<file path="src/rtl/amplitude_readout_pkg.sv">
// Shared quantum-emulator definitions: default sizing and the readout FSM encoding.
package amplitude_readout_pkg;

   localparam int unsigned NUM_QUBIT_DEF   = 3;
   localparam int unsigned COMPLEX_BIT_DEF = 24;
   localparam int unsigned FP_BIT_DEF      = 22;

   typedef enum logic [1:0] {
      ST_IDLE  = 2'd0,
      ST_READ  = 2'd1,
      ST_DRAIN = 2'd2,
      ST_DONE  = 2'd3
   } readout_state_e;

endpackage

</file>
<file path="src/rtl/amplitude_skid_fifo.sv">
// Two-entry buffer built as a head register plus a skid (tail) register.
// The head is what the stream presents, so it only changes on a pop or while empty.
module amplitude_skid_fifo
   import amplitude_readout_pkg::*;
#(
   parameter int unsigned data_w = 51
)
(
   input  logic              clk,
   input  logic              rst,
   input  logic              i_push,
   input  logic [data_w-1:0] i_push_data,
   input  logic              i_pop,
   output logic              o_head_valid,
   output logic              o_tail_valid,
   output logic [data_w-1:0] o_head_data
);

   logic              r_head_valid;
   logic              r_tail_valid;
   logic [data_w-1:0] r_head_data;
   logic [data_w-1:0] r_tail_data;
   logic              w_pop;

   assign w_pop        = i_pop & r_head_valid;
   assign o_head_valid = r_head_valid;
   assign o_tail_valid = r_tail_valid;
   assign o_head_data  = r_head_data;

   // Advance the tail into the head on a pop; new data fills the first free slot.
   always_ff @(posedge clk or posedge rst) begin
      if (rst) begin
         r_head_valid <= 1'b0;
         r_tail_valid <= 1'b0;
         r_head_data  <= {data_w{1'b0}};
         r_tail_data  <= {data_w{1'b0}};
      end else if (w_pop) begin
         if (r_tail_valid) begin
            r_head_data  <= r_tail_data;
            r_head_valid <= 1'b1;
            r_tail_valid <= i_push;
            if (i_push) begin
               r_tail_data <= i_push_data;
            end
         end else begin
            r_head_valid <= i_push;
            if (i_push) begin
               r_head_data <= i_push_data;
            end
         end
      end else if (!r_head_valid) begin
         r_head_valid <= i_push;
         if (i_push) begin
            r_head_data <= i_push_data;
         end
      end else if (i_push) begin
         r_tail_valid <= 1'b1;
         r_tail_data  <= i_push_data;
      end
   end

endmodule

</file>
<file path="src/rtl/amplitude_readout.sv">
// Sweeps the amplitude RAM from address 0 upward and streams each amplitude with its
// basis-state index, optionally suppressing zero amplitudes, and counts nonzero ones.
module amplitude_readout
   import amplitude_readout_pkg::*;
#(
   parameter int unsigned num_qubit   = NUM_QUBIT_DEF,
   parameter int unsigned complex_bit = COMPLEX_BIT_DEF,
   parameter int unsigned fp_bit      = FP_BIT_DEF
)
(
   input  logic                     clk,
   input  logic                     rst,
   input  logic                     start,
   input  logic                     skip_zero,
   input  logic                     ram_write_busy,
   output logic                     rd_enable,
   output logic [num_qubit-1:0]     rd_address,
   input  logic [2*complex_bit-1:0] read_amplitude,
   output logic                     out_valid,
   input  logic                     out_ready,
   output logic [2*complex_bit-1:0] out_amplitude,
   output logic [num_qubit-1:0]     out_address,
   output logic                     out_last,
   output logic                     busy,
   output logic                     done,
   output logic [num_qubit:0]       nonzero_count
);

   localparam int unsigned AMP_W   = 2 * complex_bit;
   localparam int unsigned ENTRY_W = AMP_W + num_qubit;
   localparam int unsigned INT_W   = complex_bit - fp_bit;
   localparam logic [num_qubit:0] ADDR_LAST = {1'b0, {num_qubit{1'b1}}};
   localparam logic [num_qubit:0] ONE_CNT   = {{num_qubit{1'b0}}, 1'b1};

   readout_state_e       r_state;
   logic [num_qubit:0]   r_addr;
   logic                 r_inflight;
   logic                 r_inflight_last;
   logic [num_qubit-1:0] r_inflight_addr;
   logic                 r_skip;
   logic                 r_final_seen;
   logic                 r_busy;
   logic                 r_done;
   logic [num_qubit:0]   r_nonzero;

   logic                 w_amp_zero;
   logic                 w_push;
   logic                 w_release;
   logic                 w_pop;
   logic [2:0]           w_occ;
   logic                 w_issue;
   logic                 w_head_valid;
   logic                 w_tail_valid;
   logic [ENTRY_W-1:0]   w_head_data;
   logic [complex_bit-1:0] w_re;
   logic [complex_bit-1:0] w_im;

   assign w_re = read_amplitude[AMP_W-1:complex_bit];
   assign w_im = read_amplitude[complex_bit-1:0];

   // Issue/flow control. An entry may be withheld in skip mode until it is known
   // whether a later survivor follows, so out_last can land on the true final beat.
   // Credit counts the entry popped this cycle, which is what lets a 2-entry buffer
   // keep up with one beat per cycle.
   always_comb begin
      w_amp_zero = ((w_re[complex_bit-1:fp_bit] == {INT_W{1'b0}}) &&
                    (w_re[fp_bit-1:0]           == {fp_bit{1'b0}}) &&
                    (w_im[complex_bit-1:fp_bit] == {INT_W{1'b0}}) &&
                    (w_im[fp_bit-1:0]           == {fp_bit{1'b0}}));
      w_push    = r_inflight & ~(r_skip & w_amp_zero);
      w_release = w_head_valid & (w_tail_valid | ~r_skip | r_final_seen);
      w_pop     = w_release & out_ready;
      w_occ     = {2'b00, w_head_valid} + {2'b00, w_tail_valid}
                + {2'b00, r_inflight}   - {2'b00, w_pop};
      if ((r_state == ST_READ) && !ram_write_busy && (w_occ < 3'd2)) begin
         w_issue = 1'b1;
      end else begin
         w_issue = 1'b0;
      end
   end

   amplitude_skid_fifo #(
      .data_w (ENTRY_W)
   ) u_fifo (
      .clk          (clk),
      .rst          (rst),
      .i_push       (w_push),
      .i_push_data  ({r_inflight_addr, read_amplitude}),
      .i_pop        (w_pop),
      .o_head_valid (w_head_valid),
      .o_tail_valid (w_tail_valid),
      .o_head_data  (w_head_data)
   );

   assign rd_enable     = w_issue;
   assign rd_address    = r_addr[num_qubit-1:0];
   assign out_valid     = w_release;
   assign out_amplitude = w_head_data[AMP_W-1:0];
   assign out_address   = w_head_data[ENTRY_W-1:AMP_W];
   assign out_last      = w_head_valid & r_final_seen & ~w_tail_valid;
   assign busy          = r_busy;
   assign done          = r_done;
   assign nonzero_count = r_nonzero;

   // Sweep FSM: address counter, sweep-mode capture, and registered busy/done.
   always_ff @(posedge clk or posedge rst) begin
      if (rst) begin
         r_state      <= ST_IDLE;
         r_addr       <= {(num_qubit+1){1'b0}};
         r_skip       <= 1'b0;
         r_final_seen <= 1'b0;
         r_busy       <= 1'b0;
         r_done       <= 1'b0;
      end else begin
         case (r_state)
            ST_IDLE: begin
               r_done <= 1'b0;
               if (start) begin
                  r_state      <= ST_READ;
                  r_addr       <= {(num_qubit+1){1'b0}};
                  r_skip       <= skip_zero;
                  r_final_seen <= 1'b0;
                  r_busy       <= 1'b1;
               end else begin
                  r_busy <= 1'b0;
               end
            end
            ST_READ: begin
               if (w_issue) begin
                  r_addr <= r_addr + ONE_CNT;
                  if (r_addr == ADDR_LAST) begin
                     r_state <= ST_DRAIN;
                  end
               end
            end
            ST_DRAIN: begin
               if (r_inflight && r_inflight_last) begin
                  r_final_seen <= 1'b1;
               end
               if (r_final_seen && !w_head_valid) begin
                  r_state <= ST_DONE;
                  r_done  <= 1'b1;
               end
            end
            ST_DONE: begin
               r_state <= ST_IDLE;
               r_done  <= 1'b0;
               r_busy  <= 1'b0;
            end
            default: begin
               r_state <= ST_IDLE;
               r_done  <= 1'b0;
               r_busy  <= 1'b0;
            end
         endcase
      end
   end

   // Track the single read in flight and count nonzero amplitudes as they return.
   always_ff @(posedge clk or posedge rst) begin
      if (rst) begin
         r_inflight      <= 1'b0;
         r_inflight_last <= 1'b0;
         r_inflight_addr <= {num_qubit{1'b0}};
         r_nonzero       <= {(num_qubit+1){1'b0}};
      end else begin
         r_inflight      <= w_issue;
         r_inflight_last <= (r_addr == ADDR_LAST);
         r_inflight_addr <= r_addr[num_qubit-1:0];
         if ((r_state == ST_IDLE) && start) begin
            r_nonzero <= {(num_qubit+1){1'b0}};
         end else if (r_inflight && !w_amp_zero) begin
            r_nonzero <= r_nonzero + ONE_CNT;
         end
      end
   end

endmodule

</file>
<file path="config.mk">
export PLATFORM = sky130hd
export DESIGN_NAME = amplitude_readout
export DESIGN_NICKNAME = d
export VERILOG_FILES = /design/src/rtl/amplitude_readout_pkg.sv /design/src/rtl/amplitude_skid_fifo.sv /design/src/rtl/amplitude_readout.sv
export SDC_FILE = /design/constraint.sdc
export NUM_CORES = 1
export LEC_CHECK = 0
export BUFFER_PORTS_ARGS = -buffer_cell sky130_fd_sc_hd__buf_2
export CORE_MARGIN = 3
export CORE_UTILIZATION = 30
export CTS_BUF_LIST = sky130_fd_sc_hd__clkbuf_4 sky130_fd_sc_hd__clkbuf_8
export DETAILED_ROUTE_END_ITERATION = 6
export GPL_TIMING_DRIVEN = 1
export PLACE_DENSITY = 0.61
export SYNTH_ARGS = -nofsm -noshare
export SYNTH_HDL_FRONTEND = slang
export SYNTH_SLANG_ARGS = --single-unit
</file>
<file path="constraint.sdc">
create_clock -name clk -period 9.91 [get_ports clk]
set_clock_uncertainty 0.15 [all_clocks]
set_input_delay 0.4955 -clock clk [delete_from_list [all_inputs] [get_ports clk]]
set_output_delay 0.4955 -clock clk [all_outputs]
set_load 0.05 [all_outputs]
</file>
==> metrics, run 1 <==
Netlist Area Pre-Place=0.00531 sq mm; Mapped Cells=463; vias in the first global route=4,275; port bufs=116; GRT overflow=0; hold-fix buffers at CTS=0; pre-CTS setup slack=6.67 ns; endpoint class of the critical path=primary output; Hold WS=-0.00537 ns; count leader, synth=dfrtp_1; WP data required=9.26 ns; Slew headroom=0.269; Initial Utilization=0.313; Vias/cell=4.93; Post-DP HPWL=9.03 mm; total track usage=0.146; Critical Path Max Stage Delay=0.48 ns; die area=0.0193 sq mm; placed inst area=0.00611 sq mm; Seq pwr share=0.379; setup repair after global routing missed its margin=no; Cell Pwr Density=337 mW/mm^2; main flop type after synthesis=dfrtp_1; share of flip-flops with an asynchronous set or reset=1.00; syn nets=525; status=complete, but fails checks; #FFs+latches synth=123; Worst-Margin Slew=1.10 ns; WL/cell=16.6 um; Lkg Pwr=3.05 nW; YS warnings=0; net count reported at finish=638; Clk Latency, worst-skew pair=0.45 ns; NetSw=0.964 mW; gp weighted congestion=0.868; Final TNS setup=0 ns; WS Path Type=reg -> out; CP cell instances=and2b_1 -> a21boi_0 -> and2_1 -> ha_1 -> inv_1 -> ha_1 -> a21oi_1 -> mux2i_4 -> buf_2; cell taking the most area after synthesis=dfrtp_1; post-route ant nets=0; fin area=0.00654 sq mm; Hold Path Class=in -> async; initial antenna violation count=1; post-synth top area share=0.580; I/O Pins=117; top post-synthesis cells by area=dfrtp_1, mux2_2, a22oi_1; Final Setup Violations=0; drc violations=0; Post-synth EDFFs=0; Distinct cells, synth=40; cell mode on critical path=ha_1; Root Buffer=clkbuf_8; row cnt=47; TritonCTS Buffers=17; CTS tree=done; Die Y-Extent=139 um; Clk pin slew, worst setup/hold paths=0.08 ns; Clock Sink Count=123; clk buf depth=2; Layout area overhead=23.2%; Clk pwr share=0.218; pin count of the biggest net entering global routing=69; Sw Ratio=0.438; violated checks=negative hold slack; Worst EP arrival=3.07 ns; Logic pwr share=0.403; top post-synthesis cells by count=dfrtp_1, inv_1, o21ai_0; CP Max Fanout=11; DR vias=3,991; Final min period=3.72 ns; global-route wire length before repair=22.5 mm; Tcrit/Tclk final=0.375; Die X=139 um; Fmax achieved=269 MHz; share of layout cells above drive strength 1=0.358; startpoint types=register; Final WS setup=6.19 ns; Avg Synthesized Cell Area=11.5 sq um; Max Slew Vio Count=0; Starting DRT DRC Count=318; cell-internal power=1.24 mW; DRT Pass-1 Iters=4; H-Tree Depth=4; Peak VDD IR=0.136 mV; Crit-path slowest cell=dfrtp_1; final-report hold violation count=2; Max Cap Violations=0; Seq/Total Area, Yosys=0.580; Post-CTS Resized=0; core area=0.0169 sq mm; # Post-CTS Setup Buffers=0; final WL=13.5 mm
flip-flops by register name, summed over array words and instances, names as in the netlist, 2 cells and up:
| name | count |
|---|---|
| nonzero_count | 4 |
| r_inflight_addr | 3 |
| r_addr | 4 |
| u_fifo.o_head_data | 51 |
| u_fifo.r_tail_data | 51 |
| r_state | 2 |
cell usage in the layout, fill, tap and decap left out, types with 3 or more instances in the layout:
cell,Yosys,layout
nand4_1,5,5
nor4_1,12,12
a21oi_1,8,8
nor2_1,7,6
ha_1,8,8
nand2_1,18,18
bufinv_16,0,3
clkbuf_8,0,17
clkinv_4,0,4
o21ai_0,57,57
buf_4,3,4
a22oi_1,48,48
o221ai_1,4,4
inv_6,0,5
inv_1,61,60
dfrtp_1,123,123
buf_2,7,116
mux2_2,53,53
nand2b_1,4,4
worst paths after layout:
| path | startpoint | end | slack (ns) | cells past startpoint |
|---|---|---|---|---|
| worst max-delay path | r_skip | rd_enable | 6.19 | 9 |
| worst max register to register | r_skip | r_state[1] | 6.66 | 11 |
| worst min-delay path | rst | u_fifo.o_head_data[34] | -0.005 | 2 |
| min in group clk | read_amplitude[35] | u_fifo.r_tail_data[35] | 0.15 | 2 |
| worst min register to register | r_addr[3] | r_inflight_last | 0.32 | 1 |
| max in group asynchronous | rst | nonzero_count[3] | 8.23 | 3 |
power groups by stage:
stage                     Combinational, mW  Clock [mW]  Sequential (mW)
final                                 0.888       0.479            0.834
after global routing                  0.967       0.518            0.862
after CTS                             0.899       0.495            0.835
after detailed placement              0.896           0            0.843
after global placement                0.875           0            0.832
after floorplan                       0.390           0             1.12
cells by family after synthesis:
| logic type | synth area share |
|---|---|
| xor+xnor | 0.00165 |
| simple gates | 0.0592 |
| compound gates | 0.156 |
| mux | 0.119 |
| fa+ha+maj | 0.0189 |
| flops | 0.580 |
| buf+inv | 0.0656 |
final cells by class:
| type | instances | area [sq um] |
|---|---|---|
| flip-flops and latches | 123 | 3080 |
| repair buffers | 120 | 611 |
| clock buffers | 17 | 234 |
| diodes | 1 | 2.50 |
| clock inverters | 15 | 189 |
| fillers | 1678 | 10400 |
| inverters | 61 | 231 |
| well taps | 220 | 275 |
| multi-input cells | 253 | 1920 |
stage by stage:
stage	hold slack [ns]	power (mW)	utilization	instances
floorplan	0.272	1.51	-	463
finish	-0.00537	2.20	0.386	810
global placement	0.302	1.71	0.361	777
global route	0.0213	2.35	0.386	809
CTS	0.00133	2.23	0.386	809
detailed placement	0.301	1.74	0.361	777
critical path, delay by kind of cell, from the launching register on:
family | cells | cell delay, ns
compound gates | 2 | 0.50
flops | 1 | 0.48
fa+ha+maj | 2 | 0.44
buf+inv | 2 | 0.38
simple gates | 2 | 0.43
mux | 1 | 0.41
routing by layer:
metal | vias up | global-route usage | wire length (um)
met4 | 2 | 0.0520 | 235
met2 | 121 | 0.227 | 6300
li1 | 1862 | - | -
met1 | 1988 | 0.189 | 6180
met5 | - | 0 | 13
met3 | 18 | 0.0510 | 755
No activity file was read; power rests on OpenSTA's default activity.
==> inputs of run 2 (changes only) <==
--- a/config.mk
+++ b/config.mk
@@ -5,13 +5,14 @@
 export SDC_FILE = /design/constraint.sdc
 export NUM_CORES = 1
 export LEC_CHECK = 0
+export ABC_AREA = 1
 export BUFFER_PORTS_ARGS = -buffer_cell sky130_fd_sc_hd__buf_2
 export CORE_MARGIN = 3
 export CORE_UTILIZATION = 30
 export CTS_BUF_LIST = sky130_fd_sc_hd__clkbuf_4 sky130_fd_sc_hd__clkbuf_8
 export DETAILED_ROUTE_END_ITERATION = 6
 export GPL_TIMING_DRIVEN = 1
-export PLACE_DENSITY = 0.61
+export PLACE_DENSITY = 0.6
 export SYNTH_ARGS = -nofsm -noshare
 export SYNTH_HDL_FRONTEND = slang
 export SYNTH_SLANG_ARGS = --single-unit
==> constraint.sdc (replaced) <==
create_clock -name clk -period 3.88 [get_ports clk]
set_clock_uncertainty 0.15 [all_clocks]
set_input_delay 0.194 -clock clk [delete_from_list [all_inputs] [get_ports clk]]
set_output_delay 0.194 -clock clk [all_outputs]
set_load 0.05 [all_outputs]
==> metrics, run 2 <==
status=finished clean (was complete, but fails checks); Root Buffer=clkbuf_8 (unchanged); Clock Sink Count=123 (unchanged); endpoint class of the critical path=primary output (unchanged); proportion of synthesized area in mux cells=0.00179 (was 0.119); port bufs=116 (unchanged); global-route wire length before repair=28.2 mm (was 22.5 mm); gp weighted congestion=0.776 (was 0.868); syn nets=880 (was 525); WL/cell=14.1 um (was 16.6 um); Tcrit/Tclk final=0.764; fillers=2,131 (was 1,678); Hold Path End=r_inflight_addr[1]; total track usage=0.158 (was 0.146); TritonCTS Buffers=17 (unchanged); Peak VDD IR=0.478 mV (was 0.136 mV); H-Tree Depth=4 (unchanged); share of layout cells above drive strength 1=0.192 (was 0.358); share of flip-flops with an asynchronous set or reset=1.00 (unchanged); Fmax achieved=337 MHz; top post-synthesis cells by area=dfrtp_1, nand2_1, nand3_1 (was dfrtp_1, mux2_2, a22oi_1); hold path start=r_addr[1]; most common cell after layout, fill and taps aside=nand2_1 (was dfrtp_1); Synth Area in Compound Gates=0.109 (was 0.156); WS Path Type=reg -> out (unchanged); Initial Utilization=0.308 (was 0.313); startpoint types=register (unchanged); Sw Ratio=0.489 (was 0.438); Distinct cells, synth=28 (was 40); n_diodes=0 (was 1); initial antenna violation count=0 (was 1); core area=0.0204 sq mm (was 0.0169 sq mm); CP Max Fanout=5 (was 11); largest family of logic cells by synthesized area=simple AND/OR/NAND/NOR gates (was compound AO/OA/AOI/OAI gates); Vias/cell=4.58 (was 4.93); Clk pin slew, worst setup/hold paths=0.08 ns (about the same); Placed Cells=1,167 (was 777); cell-internal power=3.50 mW (was 1.24 mW); YS warnings=0 (unchanged); Die X=151 um (was 139 um); post-synth top area share=0.490 (was 0.580); Layout area overhead=27.1% (was 23.2%); Seq pwr share=0.322 (was 0.379); DRT Pass-1 Iters=5 (was 4); row cnt=52 (was 47); Starting DRT DRC Count=310 (was 318); Final Setup Violations=0 (unchanged); drc violations=0 (unchanged); Max Cap Violations=0 (unchanged); Worst-Margin Slew=1.12 ns (was 1.10 ns); post-route ant nets=0 (unchanged); Synth Area in Simple Gates=0.265 (was 0.0592); Clk Latency, worst-skew pair=0.44 ns (was 0.45 ns); die area=0.0227 sq mm (was 0.0193 sq mm); main flop type after synthesis=dfrtp_1 (unchanged); Hold Path Class=reg -> reg (was in -> async); Avg Synthesized Cell Area=7.68 sq um (was 11.5 sq um); CTS tree=done (unchanged); Post-DP HPWL=10.8 mm (was 9.03 mm); Clk pwr share=0.175 (was 0.218); Netlist Area Pre-Place=0.00628 sq mm (was 0.00531 sq mm); clk buf depth=2 (unchanged); net count reported at finish=1,031 (was 638); Post-Synth XOR/XNOR Area=0.00418 (was 0.00165); pin count of the biggest net entering global routing=83 (was 69); Slew headroom=0.250 (was 0.269); Final min period=2.97 ns; WHS Path Cells=0; Lkg Pwr=4.31 nW (was 3.05 nW); final-report hold violation count=0 (was 2); top post-synthesis cells by count=nand2_1, dfrtp_1, inv_1 (was dfrtp_1, inv_1, o21ai_0); Final Util=0.391 (was 0.386); DR vias=5,729 (was 3,991); cell taking the most area after synthesis=dfrtp_1 (unchanged); setup slack, reg-to-reg=1.28 ns (was 6.66 ns); Synth Area in Adders=0.0159 (was 0.0189); Final TNS setup=0 ns (unchanged); GRT overflow=0 (unchanged); #FFs+latches synth=123 (unchanged); setup repair after global routing missed its margin=no (unchanged); Cell Pwr Density=858 mW/mm^2 (was 337 mW/mm^2); count leader, synth=nand2_1 (was dfrtp_1); NetSw=3.35 mW (was 0.964 mW); cells on worst reg2reg path=16 (was 11); Post-synth EDFFs=0 (unchanged); # Post-CTS Setup Buffers=0 (unchanged); Die Y-Extent=151 um (was 139 um); FF-to-FF End=r_addr[0] (was r_state[1]); R2R Path Start=u_fifo.o_tail_valid (was r_skip); Mapped Cells=818 (was 463); final WL=17.6 mm (was 13.5 mm); WP data required=3.54 ns (was 9.26 ns); commonest cells after routing, fill and taps aside=nand2_1, dfrtp_1, inv_1 (was dfrtp_1, buf_2, inv_1); Worst EP arrival=2.62 ns (was 3.07 ns); Seq/Total Area, Yosys=0.490 (was 0.580); Max Slew Vio Count=0 (unchanged); Logic pwr share=0.503 (was 0.403); vias in the first global route=5,552 (was 4,275); Finished Layout Cells=1,250 (was 810); I/O Pins=117 (unchanged)
[run 2: how the worst max path moves through the flow]
stage                   startpoint   endpoint  slack (ns)  cells after the start
2_1_floorplan                  rst       busy        0.27                      1
3_3_place_gp   u_fifo.o_tail_valid  r_addr[0]        1.32                     16
3_5_place_dp   u_fifo.o_tail_valid  r_addr[0]        1.28                     16
4_1_cts        u_fifo.o_tail_valid  rd_enable        0.86                     13
5_1_grt        u_fifo.o_tail_valid  rd_enable        0.73                     13
6_report       u_fifo.o_tail_valid  rd_enable        0.91                     13
[run 2: critical path: stages (launching register included)]
cell and delay [ns]:
dfrtp_1 0.40, inv_2 0.14, a31oi_4 0.10, nand2_2 0.13
inv_1 0.07, ha_1 0.27, inv_1 0.04, ha_1 0.26
nand2_1 0.08, inv_1 0.04, o21ai_0 0.13, nand3_1 0.13
inv_1 0.11, buf_2 0.27
[run 2: routing by layer]
layer	part of all wire	vias up	global-route usage	wire, um
met3	0.057	25	0.0397	998
met1	0.47	2652	0.212	8200
met5	0	-	0	0
met2	0.46	166	0.250	8020
li1	-	2886	-	-
met4	0.020	0	0.0558	344
[run 2: cell type report]
class | instances | area (sq um) | share of cell area
flip-flops and latches | 123 | 3080 | 0.385
multi-input cells | 527 | 2500 | 0.313
repair buffers | 177 | 1200 | 0.150
inverters | 123 | 464 | 0.0581
well taps | 270 | 338 | 0.0423
clock buffers | 22 | 290 | 0.0363
clock inverters | 8 | 118 | 0.0147
[run 2: power by group through the flow]
stage	registers, mW	clock network [mW]	logic (mW)
2_1_floorplan	3.05	0	1.83
3_3_place_gp	2.22	0	3.40
3_5_place_dp	2.23	0	3.44
4_1_cts	2.21	1.24	3.49
5_1_grt	2.28	1.28	3.83
6_report	2.21	1.20	3.45
[run 2: cells by family (layout without fill, tap and decap cells)]
family | Yosys count | count (layout)
XOR/XNOR | 3 | 3
flip-flops | 123 | 123
buffers and inverters | 168 | 330
multiplexers | 1 | 1
AND/OR/NAND/NOR | 392 | 392
AO/OA/AOI/OAI | 123 | 123
adder cells (fa/ha/maj) | 8 | 8
[run 2: metrics by stage]
step	power (mW)	instance area [sq um]	setup WS (ns)	hold WS (ns)
2_1_floorplan	4.88	6280	0.265	0.187
3_3_place_gp	5.62	7050	1.32	0.298
3_5_place_dp	5.67	7050	1.28	0.301
4_1_cts	6.95	7990	0.865	0.315
5_1_grt	7.39	7990	0.730	0.345
6_report	6.85	7990	0.915	0.316
[run 2: what timing repair did]
item                                   CTS  global route
resized for setup                        0             0
hold buffers                            53             0
endpoints found under the hold margin  169             0
